### config.mk
export PLATFORM = sky130hd
export DESIGN_NAME = hub75_bcm_driver_flat
export DESIGN_NICKNAME = d
export VERILOG_FILES = /design/src/rtl/hub75_bcm_driver_if.sv /design/src/rtl/hub75_bcm_driver.sv /design/src/flat_wrapper.sv
export SDC_FILE = /design/constraint.sdc
export NUM_CORES = 1
export LEC_CHECK = 0
export BUFFER_PORTS_ARGS = -buffer_cell sky130_fd_sc_hd__buf_4
export CAP_MARGIN = 5
export CORE_MARGIN = 8
export CORE_UTILIZATION = 30
export DETAILED_ROUTE_END_ITERATION = 10
export PLACE_DENSITY = 0.51
export SLEW_MARGIN = 25
export SYNTH_ARGS = -nofsm -noshare
export SYNTH_HDL_FRONTEND = slang
export SYNTH_SLANG_ARGS = --single-unit
### constraint.sdc
create_clock -name clk30 -period 9.7 [get_ports clk30]
set_clock_uncertainty 0.05 [all_clocks]
set_input_delay 1.455 -clock clk30 [delete_from_list [all_inputs] [get_ports clk30]]
set_output_delay 1.455 -clock clk30 [all_outputs]
set_load 0.02 [all_outputs]
### src/rtl/hub75_bcm_driver_if.sv
// Pixel-fetch bus between the HUB75 scan driver (master) and a pixel source (slave).
// The source answers each request with one plane bit per colour for both half-panels.
interface hub75_bcm_driver_if #(
   parameter int WIDTH     = 64,
   parameter int ADDR_BITS = 5,
   parameter int BPC       = 8
);
   localparam int XW = $clog2(WIDTH);
   localparam int PW = (BPC > 1) ? $clog2(BPC) : 1;

   logic                 pix_req;
   logic [XW-1:0]        pix_x;
   logic [ADDR_BITS-1:0] pix_row;
   logic [PW-1:0]        pix_plane;
   logic [2:0]           pix_rgb0;
   logic [2:0]           pix_rgb1;

   modport master (
      output pix_req,
      output pix_x,
      output pix_row,
      output pix_plane,
      input  pix_rgb0,
      input  pix_rgb1
   );

   modport slave (
      input  pix_req,
      input  pix_x,
      input  pix_row,
      input  pix_plane,
      output pix_rgb0,
      output pix_rgb1
   );
endinterface

### src/rtl/hub75_bcm_driver.sv
// HUB75 split-scan row driver using binary-coded modulation: one shift per bit-plane,
// display window BASE_TICKS << plane, scaled by a global brightness sampled per window.
module hub75_bcm_driver #(
   parameter int WIDTH         = 64,
   parameter int ADDR_BITS     = 5,
   parameter int BPC           = 8,
   parameter int BASE_TICKS    = 16,
   parameter int FETCH_LATENCY = 1
) (
   input  logic                 clk30,
   input  logic                 reset,
   input  logic                 enable,
   input  logic [7:0]           brightness,
   hub75_bcm_driver_if.master   pix,
   output logic [2:0]           led_rgb0,
   output logic [2:0]           led_rgb1,
   output logic [ADDR_BITS-1:0] led_addr,
   output logic                 led_blank,
   output logic                 led_latch,
   output logic                 led_sclk_ena,
   output logic                 frame_start,
   output logic [15:0]          frame_count
);
   localparam int XW = $clog2(WIDTH);
   localparam int PW = (BPC > 1) ? $clog2(BPC) : 1;
   localparam int SW = XW + 2;
   localparam int CW = $clog2(BASE_TICKS) + BPC + 1;
   localparam int MW = CW + 9;

   localparam logic [SW-1:0] REQ_END    = SW'(WIDTH);
   localparam logic [SW-1:0] CAP_FIRST  = SW'(FETCH_LATENCY);
   localparam logic [SW-1:0] CAP_LAST   = SW'(WIDTH + FETCH_LATENCY - 1);
   localparam logic [SW-1:0] SHIFT_LAST = SW'(WIDTH + FETCH_LATENCY);
   localparam logic [PW-1:0] PLANE_LAST = PW'(BPC - 1);

   typedef enum logic [2:0] {
      S_IDLE,
      S_SHIFT,
      S_BLANK,
      S_LATCH,
      S_UNLATCH,
      S_DISPLAY
   } state_t;

   state_t               state_reg;
   state_t               state_next;

   logic [SW-1:0]        shift_cnt_reg;
   logic [CW-1:0]        disp_cnt_reg;
   logic [CW-1:0]        on_cycles_reg;
   logic [ADDR_BITS-1:0] row_reg;
   logic [PW-1:0]        plane_reg;
   logic [ADDR_BITS-1:0] addr_reg;
   logic [2:0]           rgb0_reg;
   logic [2:0]           rgb1_reg;
   logic [15:0]          frame_count_reg;

   logic [CW-1:0]        window;
   logic [MW-1:0]        on_product;
   logic                 shift_done;
   logic                 disp_done;
   logic                 capture;
   logic                 req_c;
   logic                 sclk_c;
   logic                 latch_c;
   logic                 blank_c;

   // Full-width product so low brightness on short planes rounds to zero, not wraps.
   assign window     = CW'(BASE_TICKS) << plane_reg;
   assign on_product = (MW'(brightness) + MW'(1)) * MW'(window);

   assign shift_done = (shift_cnt_reg == SHIFT_LAST);
   assign disp_done  = (disp_cnt_reg == (window - CW'(1)));
   assign capture    = (state_reg == S_SHIFT) &&
                       (shift_cnt_reg >= CAP_FIRST) && (shift_cnt_reg <= CAP_LAST);

   always_ff @(posedge clk30) begin
      if (reset) begin
         state_reg <= S_IDLE;
      end else begin
         state_reg <= state_next;
      end
   end

   always_comb begin
      state_next = state_reg;
      req_c      = 1'b0;
      sclk_c     = 1'b0;
      latch_c    = 1'b0;
      blank_c    = 1'b1;
      case (state_reg)
         S_IDLE: begin
            if (enable) begin
               state_next = S_SHIFT;
            end
         end
         S_SHIFT: begin
            req_c  = (shift_cnt_reg < REQ_END);
            // Each capture is clocked out by an sclk pulse in the following cycle.
            sclk_c = (shift_cnt_reg > CAP_FIRST);
            if (shift_done) begin
               state_next = S_BLANK;
            end
         end
         S_BLANK: begin
            state_next = S_LATCH;
         end
         S_LATCH: begin
            latch_c    = 1'b1;
            state_next = S_UNLATCH;
         end
         S_UNLATCH: begin
            state_next = S_DISPLAY;
         end
         S_DISPLAY: begin
            blank_c = (disp_cnt_reg >= on_cycles_reg);
            if (disp_done) begin
               state_next = enable ? S_SHIFT : S_IDLE;
            end
         end
         default: begin
            state_next = S_IDLE;
         end
      endcase
   end

   always_ff @(posedge clk30) begin
      if (reset) begin
         shift_cnt_reg   <= '0;
         disp_cnt_reg    <= '0;
         on_cycles_reg   <= '0;
         row_reg         <= '0;
         plane_reg       <= '0;
         addr_reg        <= '0;
         rgb0_reg        <= '0;
         rgb1_reg        <= '0;
         frame_count_reg <= '0;
      end else begin
         if ((state_reg == S_SHIFT) && !shift_done) begin
            shift_cnt_reg <= shift_cnt_reg + SW'(1);
         end else begin
            shift_cnt_reg <= '0;
         end

         if ((state_reg == S_DISPLAY) && !disp_done) begin
            disp_cnt_reg <= disp_cnt_reg + CW'(1);
         end else begin
            disp_cnt_reg <= '0;
         end

         if (capture) begin
            rgb0_reg <= pix.pix_rgb0;
            rgb1_reg <= pix.pix_rgb1;
         end

         // Row address changes while the panel is dark, ahead of the latch pulse.
         if ((state_reg == S_SHIFT) && shift_done) begin
            addr_reg <= row_reg;
         end

         if (state_reg == S_UNLATCH) begin
            on_cycles_reg <= CW'(on_product >> 8);
         end

         if ((state_reg == S_DISPLAY) && disp_done) begin
            if (plane_reg == PLANE_LAST) begin
               plane_reg <= '0;
               row_reg   <= row_reg + ADDR_BITS'(1);
               if (row_reg == '1) begin
                  frame_count_reg <= frame_count_reg + 16'd1;
               end
            end else begin
               plane_reg <= plane_reg + PW'(1);
            end
         end
      end
   end

   assign pix.pix_req   = req_c;
   assign pix.pix_x     = shift_cnt_reg[XW-1:0];
   assign pix.pix_row   = row_reg;
   assign pix.pix_plane = plane_reg;

   assign led_rgb0     = rgb0_reg;
   assign led_rgb1     = rgb1_reg;
   assign led_addr     = addr_reg;
   assign led_blank    = blank_c;
   assign led_latch    = latch_c;
   assign led_sclk_ena = sclk_c;
   assign frame_start  = req_c && (shift_cnt_reg == '0) && (row_reg == '0) && (plane_reg == '0);
   assign frame_count  = frame_count_reg;
endmodule

### src/flat_wrapper.sv
// flat-port wrapper written by rule: the top's interface ports become plain ports
module hub75_bcm_driver_flat 
#(
   parameter int WIDTH         = 64,
   parameter int ADDR_BITS     = 5,
   parameter int BPC           = 8,
   parameter int BASE_TICKS    = 16,
   parameter int FETCH_LATENCY = 1
)
  (clk30, reset, enable, brightness, led_rgb0, led_rgb1, led_addr, led_blank, led_latch, led_sclk_ena, frame_start, frame_count, pix_pix_req, pix_pix_x, pix_pix_row, pix_pix_plane, pix_pix_rgb0, pix_pix_rgb1);
  hub75_bcm_driver_if #(.WIDTH(WIDTH), .ADDR_BITS(ADDR_BITS), .BPC(BPC)) pix_i ();
  input  logic clk30;
  input  logic reset;
  input  logic enable;
  input  logic [7:0] brightness;
  output logic [2:0] led_rgb0;
  output logic [2:0] led_rgb1;
  output logic [ADDR_BITS-1:0] led_addr;
  output logic led_blank;
  output logic led_latch;
  output logic led_sclk_ena;
  output logic frame_start;
  output logic [15:0] frame_count;
  output wire logic [$bits(pix_i.pix_req)-1:0] pix_pix_req;
  output wire logic [$bits(pix_i.pix_x)-1:0] pix_pix_x;
  output wire logic [$bits(pix_i.pix_row)-1:0] pix_pix_row;
  output wire logic [$bits(pix_i.pix_plane)-1:0] pix_pix_plane;
  input wire logic [$bits(pix_i.pix_rgb0)-1:0] pix_pix_rgb0;
  input wire logic [$bits(pix_i.pix_rgb1)-1:0] pix_pix_rgb1;
  assign pix_pix_req = pix_i.pix_req;
  assign pix_pix_x = pix_i.pix_x;
  assign pix_pix_row = pix_i.pix_row;
  assign pix_pix_plane = pix_i.pix_plane;
  assign pix_i.pix_rgb0 = pix_pix_rgb0;
  assign pix_i.pix_rgb1 = pix_pix_rgb1;
  hub75_bcm_driver #(.WIDTH(WIDTH), .ADDR_BITS(ADDR_BITS), .BPC(BPC), .BASE_TICKS(BASE_TICKS), .FETCH_LATENCY(FETCH_LATENCY)) u_core (.clk30(clk30), .reset(reset), .enable(enable), .brightness(brightness), .pix(pix_i), .led_rgb0(led_rgb0), .led_rgb1(led_rgb1), .led_addr(led_addr), .led_blank(led_blank), .led_latch(led_latch), .led_sclk_ena(led_sclk_ena), .frame_start(frame_start), .frame_count(frame_count));
endmodule
==> flow_metrics.env, run 1 <==
export IMPL_dpl_hpwl_um=12100
export IMPL_seq_area_um2=1440
export IMPL_global_route_usage_met3=0.0266
export IMPL_synth_yosys_warnings=0
export IMPL_syn_cell_area_um2=6400
export IMPL_ctsLongestPathBuffers=2
export IMPL_multi_input_comb_area_um2=4420
export IMPL_crit_fanout=10
export IMPL_cts_resized_gates=0
export IMPL_final_setup_viol_count=0
export IMPL_port_buffers=62
export IMPL_dr_total_vias=5109
export IMPL_synth_area_top_cells="dfxtp_1, fa_1, ha_1, nor2_1, inv_1"
export IMPL_hold_buffers=0
export IMPL_die_area_um2=26300
export IMPL_antenna_found_initial=0
export IMPL_globalRouteMet2Util=0.201
export IMPL_synthDominantAreaCellType="dfxtp_1"
export IMPL_clock_sink_count=72
export IMPL_vias_per_cell=4.68
export IMPL_crit_required_ns=9.91
export IMPL_clock_insertion_delay_worst_skew_ns=0.34
export IMPL_gp_congestion=0.797
export IMPL_grt_first_pass_wirelength_um=26500
export IMPL_powerDensity_nw_per_um2=96.0
export IMPL_maxCapViolations=0
export IMPL_die_x_um=162
export IMPL_register_clock_pin_slew_on_the_reported_worst_setup_and_hold_paths_ns=0.06
export IMPL_cts_tree="built"
export IMPL_hold_violations=0
export IMPL_globalRoute_totalOverflow=0
export IMPL_total_leakage_power_uw=0.00315
export IMPL_unrepaired_setup_endpoints_after_global_routing="false"
export IMPL_num_nets_final=935
export IMPL_yosys_area_top_type_share=0.225
export IMPL_asyncSetResetFlopFracSynth=0
export IMPL_postCtsSetupBuffers=0
export IMPL_syn_inst=772
export IMPL_largest_register_ff_count=16
export IMPL_antenna_cells=0
export IMPL_syn_to_final_growth_pct=14.8
export IMPL_fin_area_um2=7350
export IMPL_critPathLaunchType="primary input"
export IMPL_antenna_violating_nets_post_route=0
export IMPL_synth_fp_nets=895
export IMPL_postLayoutCoreUtil=0.351
export IMPL_cts_root_buffer="clkbuf_16"
export IMPL_fmax_mhz=157
export IMPL_final_max_slew_violation_count=0
export IMPL_global_route_usage_met1=0.159
export IMPL_filler_cell_count=2200
export IMPL_synth_seq_area_share=0.225
export IMPL_drive_gt1_frac=0.124
export IMPL_final_cell_mix="nor2_1, inv_1, nand2_1"
export IMPL_synth_seq_cells=72
export IMPL_grt_start_max_net_pins=67
export IMPL_power_uw=706
export IMPL_wire_per_inst_um=14.0
export IMPL_cp_end_kind="register"
export IMPL_totalNegativeSetupSlack_ns=0
export IMPL_pin_count=63
export IMPL_timing_final_crit_period_ns=6.38
export IMPL_cts_max_level=3
export IMPL_synth_edff_count=0
export IMPL_detailedRoute_firstPassIterationCount=4
export IMPL_worst_slew_margin_rel=0.395
export IMPL_track_usage=0.124
export IMPL_hold_ws_ns=0.402
export IMPL_ys_types=64
export IMPL_worst_pin_slew_ns=0.906
export IMPL_drtIter0Drc=218
export IMPL_outcome="completed"
export IMPL_syn_avg_cell_area_um2=8.29
export IMPL_route_detailed_drc=0
export IMPL_start_util=0.305
export IMPL_timing_final_crit_share=0.658
export IMPL_vdd_ir_drop_worst_mv=0.0941
export IMPL_grt_busiest_layer="met2"
export IMPL_synth_flop_cell="dfxtp_1"
export IMPL_core_area_um2=21000
export IMPL_rows=53
export IMPL_dieHeight_um=162
export IMPL_first_global_vias=5206
export IMPL_arrival_ns=6.59
export IMPL_layout_cells_most_common="nor2_1"
export IMPL_number_of_buffers_added_by_the_clock_tree_synthesis_step=9
export IMPL_dpl_cell_area_um2=7020
export IMPL_hold_class="reg -> reg"
export IMPL_timing_worst_setup_path_type="in -> reg"
export IMPL_routed_wirelength_um=15300
routing by layer:
metal	vias up	routed length, um	part of all wire
met2	97	6940	0.45
met1	2380	7250	0.47
met3	16	883	0.058
li1	2616	-	-
met5	-	0	0
met4	0	270	0.018
synth_stat cells, types with 5 or more instances:
library cell    n
nand2b_1       26
nor2_1        109
xnor2_1        25
o21a_1          6
a21oi_1        19
buf_4          10
nor4_1          6
nand3_1        27
nor3_1         18
o21ai_0        19
clkbuf_1       17
ha_1           63
a21o_1          5
inv_1          91
and3_1         12
and2_1          5
nand2_1        72
nor2b_1         9
dfxtp_1        72
nand4_1         7
mux2i_1        14
fa_1           43
a211oi_1        8
xor2_1         22
cells by family after synthesis:
logic type,synth area share
simple gates,0.259
buf+inv,0.0845
flops,0.225
xor+xnor,0.0669
mux,0.0242
fa+ha+maj,0.258
compound gates,0.0829
final timing paths:
check / start / endpoint / slack (ns) / depth (start not counted)
setup reg to reg: u_core.pix.pix_plane[0] / u_core.on_cycles_reg[12] / 3.62 / 18
setup / recovery: brightness[0] / u_core.on_cycles_reg[12] / 3.32 / 20
hold reg to reg: u_core.on_cycles_reg[5] / u_core.on_cycles_reg[5] / 0.40 / 2
hold / removal: u_core.on_cycles_reg[5] / u_core.on_cycles_reg[5] / 0.40 / 2
layout make-up:
type	count	area share
clock buffers	9	0.0306
clock inverters	7	0.0140
inverters	91	0.0465
multi-input cells	575	0.601
flip-flops and latches	72	0.196
well taps	275	0.0468
repair buffers	63	0.0644
critical path, stage by stage:
cell      delay [ns]
buf_4           0.13
ha_1            0.19
nand3_1         0.12
nor2_1          0.24
and3_1          0.34
nand2_1         0.12
fa_1            0.56
fa_1            0.56
inv_1           0.06
fa_1            0.53
inv_1           0.06
fa_1            0.53
inv_1           0.04
ha_1            0.24
or4_1           0.50
o22ai_1         0.23
o21ai_0         0.15
o211ai_1        0.22
nand4_1         0.11
a31oi_1         0.20
through the flow:
stage,setup WS [ns],std cells
floorplan,3.48,772
global placement,2.98,1076
global route,2.98,1092
detailed placement,2.96,1076
finish,3.32,1092
CTS,3.28,1092
report_power, final:
part	leakage (uW)	switching (uW)	internal, uW
Clock	0.000157	136	228
Sequential	0.000581	2.00	297
Combinational	0.00241	25.7	17.5
Total	0.00315	163	542
No activity file was read; power rests on OpenSTA's default activity.
==> run 2: changes to the inputs <==
- ABC_AREA: default -> 1
- PLACE_DENSITY: 0.51 -> 0.53
- clock period: 9.7 -> 5.11 ns (I/O delays scaled with it)
==> flow_metrics.env, run 2 <==
export IMPL_cell_with_the_most_instances_after_synthesis="nand2_1"
export IMPL_detailedRoute_firstPassIterationCount=5
export IMPL_cts_tree="built"
export IMPL_die_area_um2=26800
export IMPL_final_cell_mix="nand2_1, inv_1, buf_4"
export IMPL_syn_avg_cell_area_um2=7.24
export IMPL_critPathLaunchType="primary input"
export IMPL_vdd_ir_drop_worst_mv=0.138
export IMPL_track_usage=0.129
export IMPL_start_util=0.303
export IMPL_cts_root_buffer="clkbuf_16"
export IMPL_synth_yosys_warnings=0
export IMPL_hold_class="reg -> reg"
export IMPL_synth_compound_gate_area_share=0.0850
export IMPL_synth_seq_area_share=0.220
export IMPL_route_detailed_drc=0
export IMPL_synth_flop_cell="dfxtp_1"
export IMPL_ys_types=43
export IMPL_timing_final_crit_share=0.959
export IMPL_wire_per_inst_um=12.7
export IMPL_yosys_area_share_xor_xnor=0.0495
export IMPL_outcome="completed"
export IMPL_antenna_violating_nets_post_route=0
export IMPL_yosys_area_top_type_share=0.220
export IMPL_die_x_um=164
export IMPL_clock_insertion_delay_worst_skew_ns=0.34
export IMPL_syn_inst=904
export IMPL_final_setup_viol_count=0
export IMPL_grt_start_max_net_pins=38
export IMPL_total_leakage_power_uw=0.00391
export IMPL_combinational_family_with_the_most_area_after_synthesis="simple AND/OR/NAND/NOR gates"
export IMPL_rows=54
export IMPL_dpl_hpwl_um=13200
export IMPL_ys_top_cells_by_count="nand2_1, inv_1, nor2_1"
export IMPL_maxCapViolations=0
export IMPL_timing_final_crit_period_ns=4.90
export IMPL_dieHeight_um=164
export IMPL_synth_area_top_cells="dfxtp_1, fa_1, ha_1, nand2_1, inv_1"
export IMPL_pin_count=63
export IMPL_ctsLongestPathBuffers=2
export IMPL_port_buffers=62
export IMPL_final_cell_count_no_fill=1298
export IMPL_cp_end_kind="register"
export IMPL_largest_register_ff_count=16
export IMPL_post_synth_and_or_nand_nor_area_fraction=0.274
export IMPL_timing_worst_setup_path_type="in -> reg"
export IMPL_cts_max_level=3
export IMPL_register_clock_pin_slew_on_the_reported_worst_setup_and_hold_paths_ns=0.06
export IMPL_syn_to_final_growth_pct=24.1
export IMPL_final_max_slew_violation_count=0
export IMPL_worst_pin_slew_ns=0.772
export IMPL_synth_fp_nets=1027
export IMPL_synth_edff_count=0
export IMPL_core_area_um2=21600
export IMPL_crit_fanout=6
export IMPL_timing_final_ws_setup_ns=0.211
export IMPL_hold_violations=0
export IMPL_num_nets_final=1136
export IMPL_number_of_buffers_added_by_the_clock_tree_synthesis_step=9
export IMPL_crit_required_ns=5.34
export IMPL_grt_first_pass_wirelength_um=28300
export IMPL_drtIter0Drc=296
export IMPL_drive_gt1_frac=0.188
export IMPL_first_global_vias=5748
export IMPL_powerDensity_nw_per_um2=176
export IMPL_synth_mux_area_frac=0
export IMPL_gp_congestion=0.822
export IMPL_worst_slew_margin_rel=0.481
export IMPL_syn_cell_area_um2=6550
export IMPL_place_inst=1281
export IMPL_yosys_area_share_adder=0.252
export IMPL_fmax_mhz=204
export IMPL_asyncSetResetFlopFracSynth=0
export IMPL_preCtsSetupSlack_ns=-0.261
export IMPL_antenna_found_initial=0
export IMPL_antenna_cells=0
export IMPL_dr_total_vias=5879
export IMPL_globalRoute_totalOverflow=0
export IMPL_clock_sink_count=72
export IMPL_vias_per_cell=4.53
export IMPL_synthDominantAreaCellType="dfxtp_1"
export IMPL_layout_cells_most_common="nand2_1"
export IMPL_routed_wirelength_um=16500
export IMPL_arrival_ns=5.13
export IMPL_synth_seq_cells=72
## run 2: cell types whose count changed after synthesis, moves of 12 or more
cell,previous run,this run
nand2_1,72,171
inv_1,91,163
a21oi_1,19,64
nand2b_1,26,0
nand4_1,7,29
mux2i_1,14,0
nor2_1,109,95
xnor2_1,25,11
nand3_1,27,39
## run 2: logic make-up (layout without fill, tap and decap cells)
group	count (synthesis)	in the layout
flops	72	72
simple gates	390	390
fa+ha+maj	106	106
buf+inv	195	309
xor+xnor	37	37
compound gates	104	104
## run 2: where the power goes
group | internal (uW) | leakage [uW] | switching [uW]
Sequential | 573 | 0.000581 | 8.09
Combinational | 68.5 | 0.00317 | 93.5
Clock | 428 | 0.000159 | 258
## run 2: path summary, 6_finish.rpt
path	from	to	slack, ns	cells past startpoint
setup / recovery	brightness[0]	u_core.on_cycles_reg[12]	0.21	23
setup reg to reg	u_core.pix.pix_plane[0]	u_core.on_cycles_reg[12]	0.28	21
hold reg to reg	u_core.led_rgb0[0]	u_core.led_rgb0[0]	0.40	2
hold / removal	u_core.led_rgb0[0]	u_core.led_rgb0[0]	0.40	2
## run 2: routing by layer
layer  global-route usage  routed length, um  up-vias
met5                    0                  0        -
met2                0.210               7730       94
li1                     -                  -     3080
met4               0.0256                177        0
met1                0.174               7910     2691
met3               0.0236                701       14
## run 2: final cells by class
cell class | instances | area, um2
fill | 2293 | 13500
inverter | 172 | 649
tap | 280 | 350
sequential | 72 | 1440
multi-input combinational | 637 | 4430
timing repair buffer | 121 | 928
clock inverter | 7 | 96.3
clock buffer | 9 | 225
## run 2: per-stage QoR
stage / power, uW / TNS [ns] / cell area, um2 / util / hold WS (ns)
after detailed placement: 754 / -1.65 / 7690 / 0.356 / 0.390
after global routing: 1500 / -0.0114 / 8120 / 0.376 / 0.422
after floorplan: 685 / 0 / 6560 / - / 0.380
final: 1430 / 0 / 8120 / 0.376 / 0.397
after global placement: 753 / -1.13 / 7670 / 0.355 / 0.388
after CTS: 1450 / 0 / 8010 / 0.371 / 0.403
## run 2: worst max-delay path, cell delays in order
cell and delay, ns:
buf_4 0.12, ha_2 0.19, and3_4 0.17, buf_12 0.12, xnor2_4 0.20, nor2_1 0.09, fa_1 0.51, inv_1 0.05
fa_1 0.48, inv_1 0.07, fa_1 0.54, inv_1 0.06, fa_1 0.53, inv_1 0.06, ha_4 0.27, nand2_1 0.05
inv_1 0.08, buf_4 0.11, nand4_1 0.12, a31o_2 0.26, nand3_1 0.09, o211ai_1 0.09, inv_1 0.08
## run 2: timing repair
item	4_1_cts	5_1_grt
setup endpoints to repair	0	7
setup buffers	0	1
gates resized for setup	0	18
hold buffers	0	0
==> run 3: changes to the inputs <==
- CORE_ASPECT_RATIO: default -> 1.25
- PLACE_DENSITY: 0.53 -> 0.51
- clock period: 5.11 -> 5.85 ns (I/O delays scaled with it)
==> flow_metrics.env, run 3 (synthesized netlist as in run 2, its figures left out) <==
export IMPL_dieHeight_um=181
export IMPL_start_util=0.305
export IMPL_outcome="completed"
export IMPL_worst_slew_margin_rel=0.400
export IMPL_cts_root_buffer="clkbuf_16"
export IMPL_switching_part_of_the_total=0.244
export IMPL_grt_start_max_net_pins=38
export IMPL_largest_register_ff_count=16
export IMPL_timing_final_crit_period_ns=5.47
export IMPL_wire_per_inst_um=12.8
export IMPL_critPathLaunchType="primary input"
export IMPL_antenna_violating_nets_post_route=0
export IMPL_netSwitchingPower_uw=296
export IMPL_timing_final_crit_share=0.935
export IMPL_cts_tree="built"
export IMPL_unrepaired_setup_endpoints_after_global_routing="false"
export IMPL_drive_gt1_frac=0.127
export IMPL_num_nets_final=1083
export IMPL_final_cell_mix="nand2_1, inv_1, nor2_1"
export IMPL_fmax_mhz=183
export IMPL_hold_class="reg -> reg"
export IMPL_worst_pin_slew_ns=0.892
export IMPL_clockPowerShare=0.479
export IMPL_final_max_slew_violation_count=0
export IMPL_arrival_ns=5.70
export IMPL_number_of_buffers_added_by_the_clock_tree_synthesis_step=9
export IMPL_cp_num_buf_inv=7
export IMPL_antenna_found_initial=0
export IMPL_die_area_um2=26800
export IMPL_track_usage=0.121
export IMPL_cts_resized_gates=0
export IMPL_totalNegativeSetupSlack_ns=0
export IMPL_postCtsSetupBuffers=0
export IMPL_combinationalPowerShare=0.103
export IMPL_dpl_hpwl_um=12800
export IMPL_cp_cell_sequence="buf_4 > ha_1 > and3_1 > xnor2_1 > nor2_1 > fa_1 > inv_1 > fa_1 > inv_1 > fa_1 > inv_1 > fa_1 > inv_1 > ha_1 > nand2_1 > inv_1 > a21oi_1 > o21ai_0 > a21oi_1 > or2_2 > nand3_1 > nand2_1 > inv_1"
export IMPL_pin_count=63
export IMPL_rows=60
export IMPL_detailedRoute_firstPassIterationCount=4
export IMPL_crit_fanout=6
export IMPL_syn_to_final_growth_pct=16.1
export IMPL_route_detailed_drc=0
export IMPL_core_area_um2=21500
export IMPL_globalRoute_totalOverflow=0
export IMPL_maxCapViolations=0
export IMPL_crit_top_cell="inv_1"
export IMPL_total_leakage_power_uw=0.00363
export IMPL_postLayoutCoreUtil=0.354
export IMPL_hold_violations=0
export IMPL_ctsLongestPathBuffers=2
export IMPL_clock_sink_count=72
export IMPL_vdd_ir_drop_worst_mv=0.147
export IMPL_antenna_cells=0
export IMPL_timing_worst_setup_path_type="in -> reg"
export IMPL_seq_power_share=0.418
export IMPL_register_clock_pin_slew_on_the_reported_worst_setup_and_hold_paths_ns=0.06
export IMPL_first_global_vias=5616
export IMPL_cts_max_level=3
export IMPL_die_x_um=148
export IMPL_cpPeakStageDelay_ns=0.52
export IMPL_powerDensity_nw_per_um2=160
export IMPL_clock_insertion_delay_worst_skew_ns=0.33
export IMPL_hold_buffers=0
export IMPL_critical_path_top_delay_family="adder cells"
export IMPL_final_setup_viol_count=0
export IMPL_crit_required_ns=6.08
export IMPL_cpMaxStageDelayCell="fa_1"
export IMPL_layout_cells_most_common="nand2_1"
export IMPL_vias_per_cell=4.51
export IMPL_port_buffers=62
export IMPL_drtIter0Drc=178
export IMPL_dr_total_vias=5604
export IMPL_internal_power_uw=917
export IMPL_routed_wirelength_um=15900
export IMPL_gp_congestion=0.805
export IMPL_grt_first_pass_wirelength_um=26600
export IMPL_cp_end_kind="register"
==> run 3: changes by cell type in the layout (fill, tap and decap cells not counted), moves of 2 or more <==
cell,previous run,this run
buf_4,119,67
ha_4,3,0
a21oi_1,60,64
clkinv_4,3,0
o21ai_1,2,0
o21ai_2,2,0
a21oi_2,6,2
ha_1,59,63
o21ai_0,23,27
clkinvlp_4,0,2
==> run 3: power groups by stage <==
stage	registers (uW)	logic, uW	clock network [uW]
finish	507	125	580
global route	509	143	624
CTS	507	127	602
detailed placement	518	127	0
global placement	518	126	0
floorplan	522	75.8	0
==> run 3: worst paths after layout <==
check | start | endpoint | slack (ns) | cells after the start
hold / removal | u_core.led_rgb0[2] | u_core.led_rgb0[2] | 0.40 | 2
hold reg to reg | u_core.led_rgb0[2] | u_core.led_rgb0[2] | 0.40 | 2
setup / recovery | brightness[0] | u_core.on_cycles_reg[10] | 0.38 | 23
setup reg to reg | u_core.pix.pix_plane[2] | u_core.on_cycles_reg[10] | 0.67 | 22
==> run 3: metal layers <==
metal / part of all wire / track usage / vias to the layer above
li1: - / - / 2965
met1: 0.45 / 0.140 / 2568
met2: 0.51 / 0.219 / 64
met3: 0.037 / 0.0210 / 7
met4: 0.0091 / 0.0380 / 0
met5: 0 / 0 / -
==> run 3: worst reg2reg max path, cell delays in order, from the launching register on <==
cell,delay [ns]
dfxtp_1,0.51
inv_4,0.13
ha_1,0.36
inv_2,0.24
nor2_1,0.10
fa_1,0.56
inv_1,0.05
fa_1,0.49
inv_1,0.06
fa_1,0.53
inv_1,0.05
fa_1,0.52
inv_1,0.04
ha_1,0.33
nand2_1,0.07
inv_1,0.07
a21oi_1,0.09
o21ai_0,0.31
a21oi_1,0.13
or2_2,0.29
nand3_1,0.07
nand2_1,0.05
inv_1,0.04
==> run 3: metrics by stage <==
step	total power, uW	cells	setup slack, ns	hold slack, ns	instance area, um2
6_report	1210	1243	0.380	0.395	7600
4_1_cts	1240	1243	0.368	0.400	7600
5_1_grt	1280	1243	0.0371	0.426	7600
2_1_floorplan	598	904	0.520	0.380	6550
3_3_place_gp	644	1227	0.118	0.383	7270
3_5_place_dp	645	1228	0.0248	0.390	7290
==> run 3: cell type report <==
type,instances,area (um2)
sequential,72,1440
fill,2357,13900
clock inverter,6,85.1
tap,279,349
clock buffer,9,225
timing repair buffer,68,518
inverter,172,649
multi-input combinational,637,4330
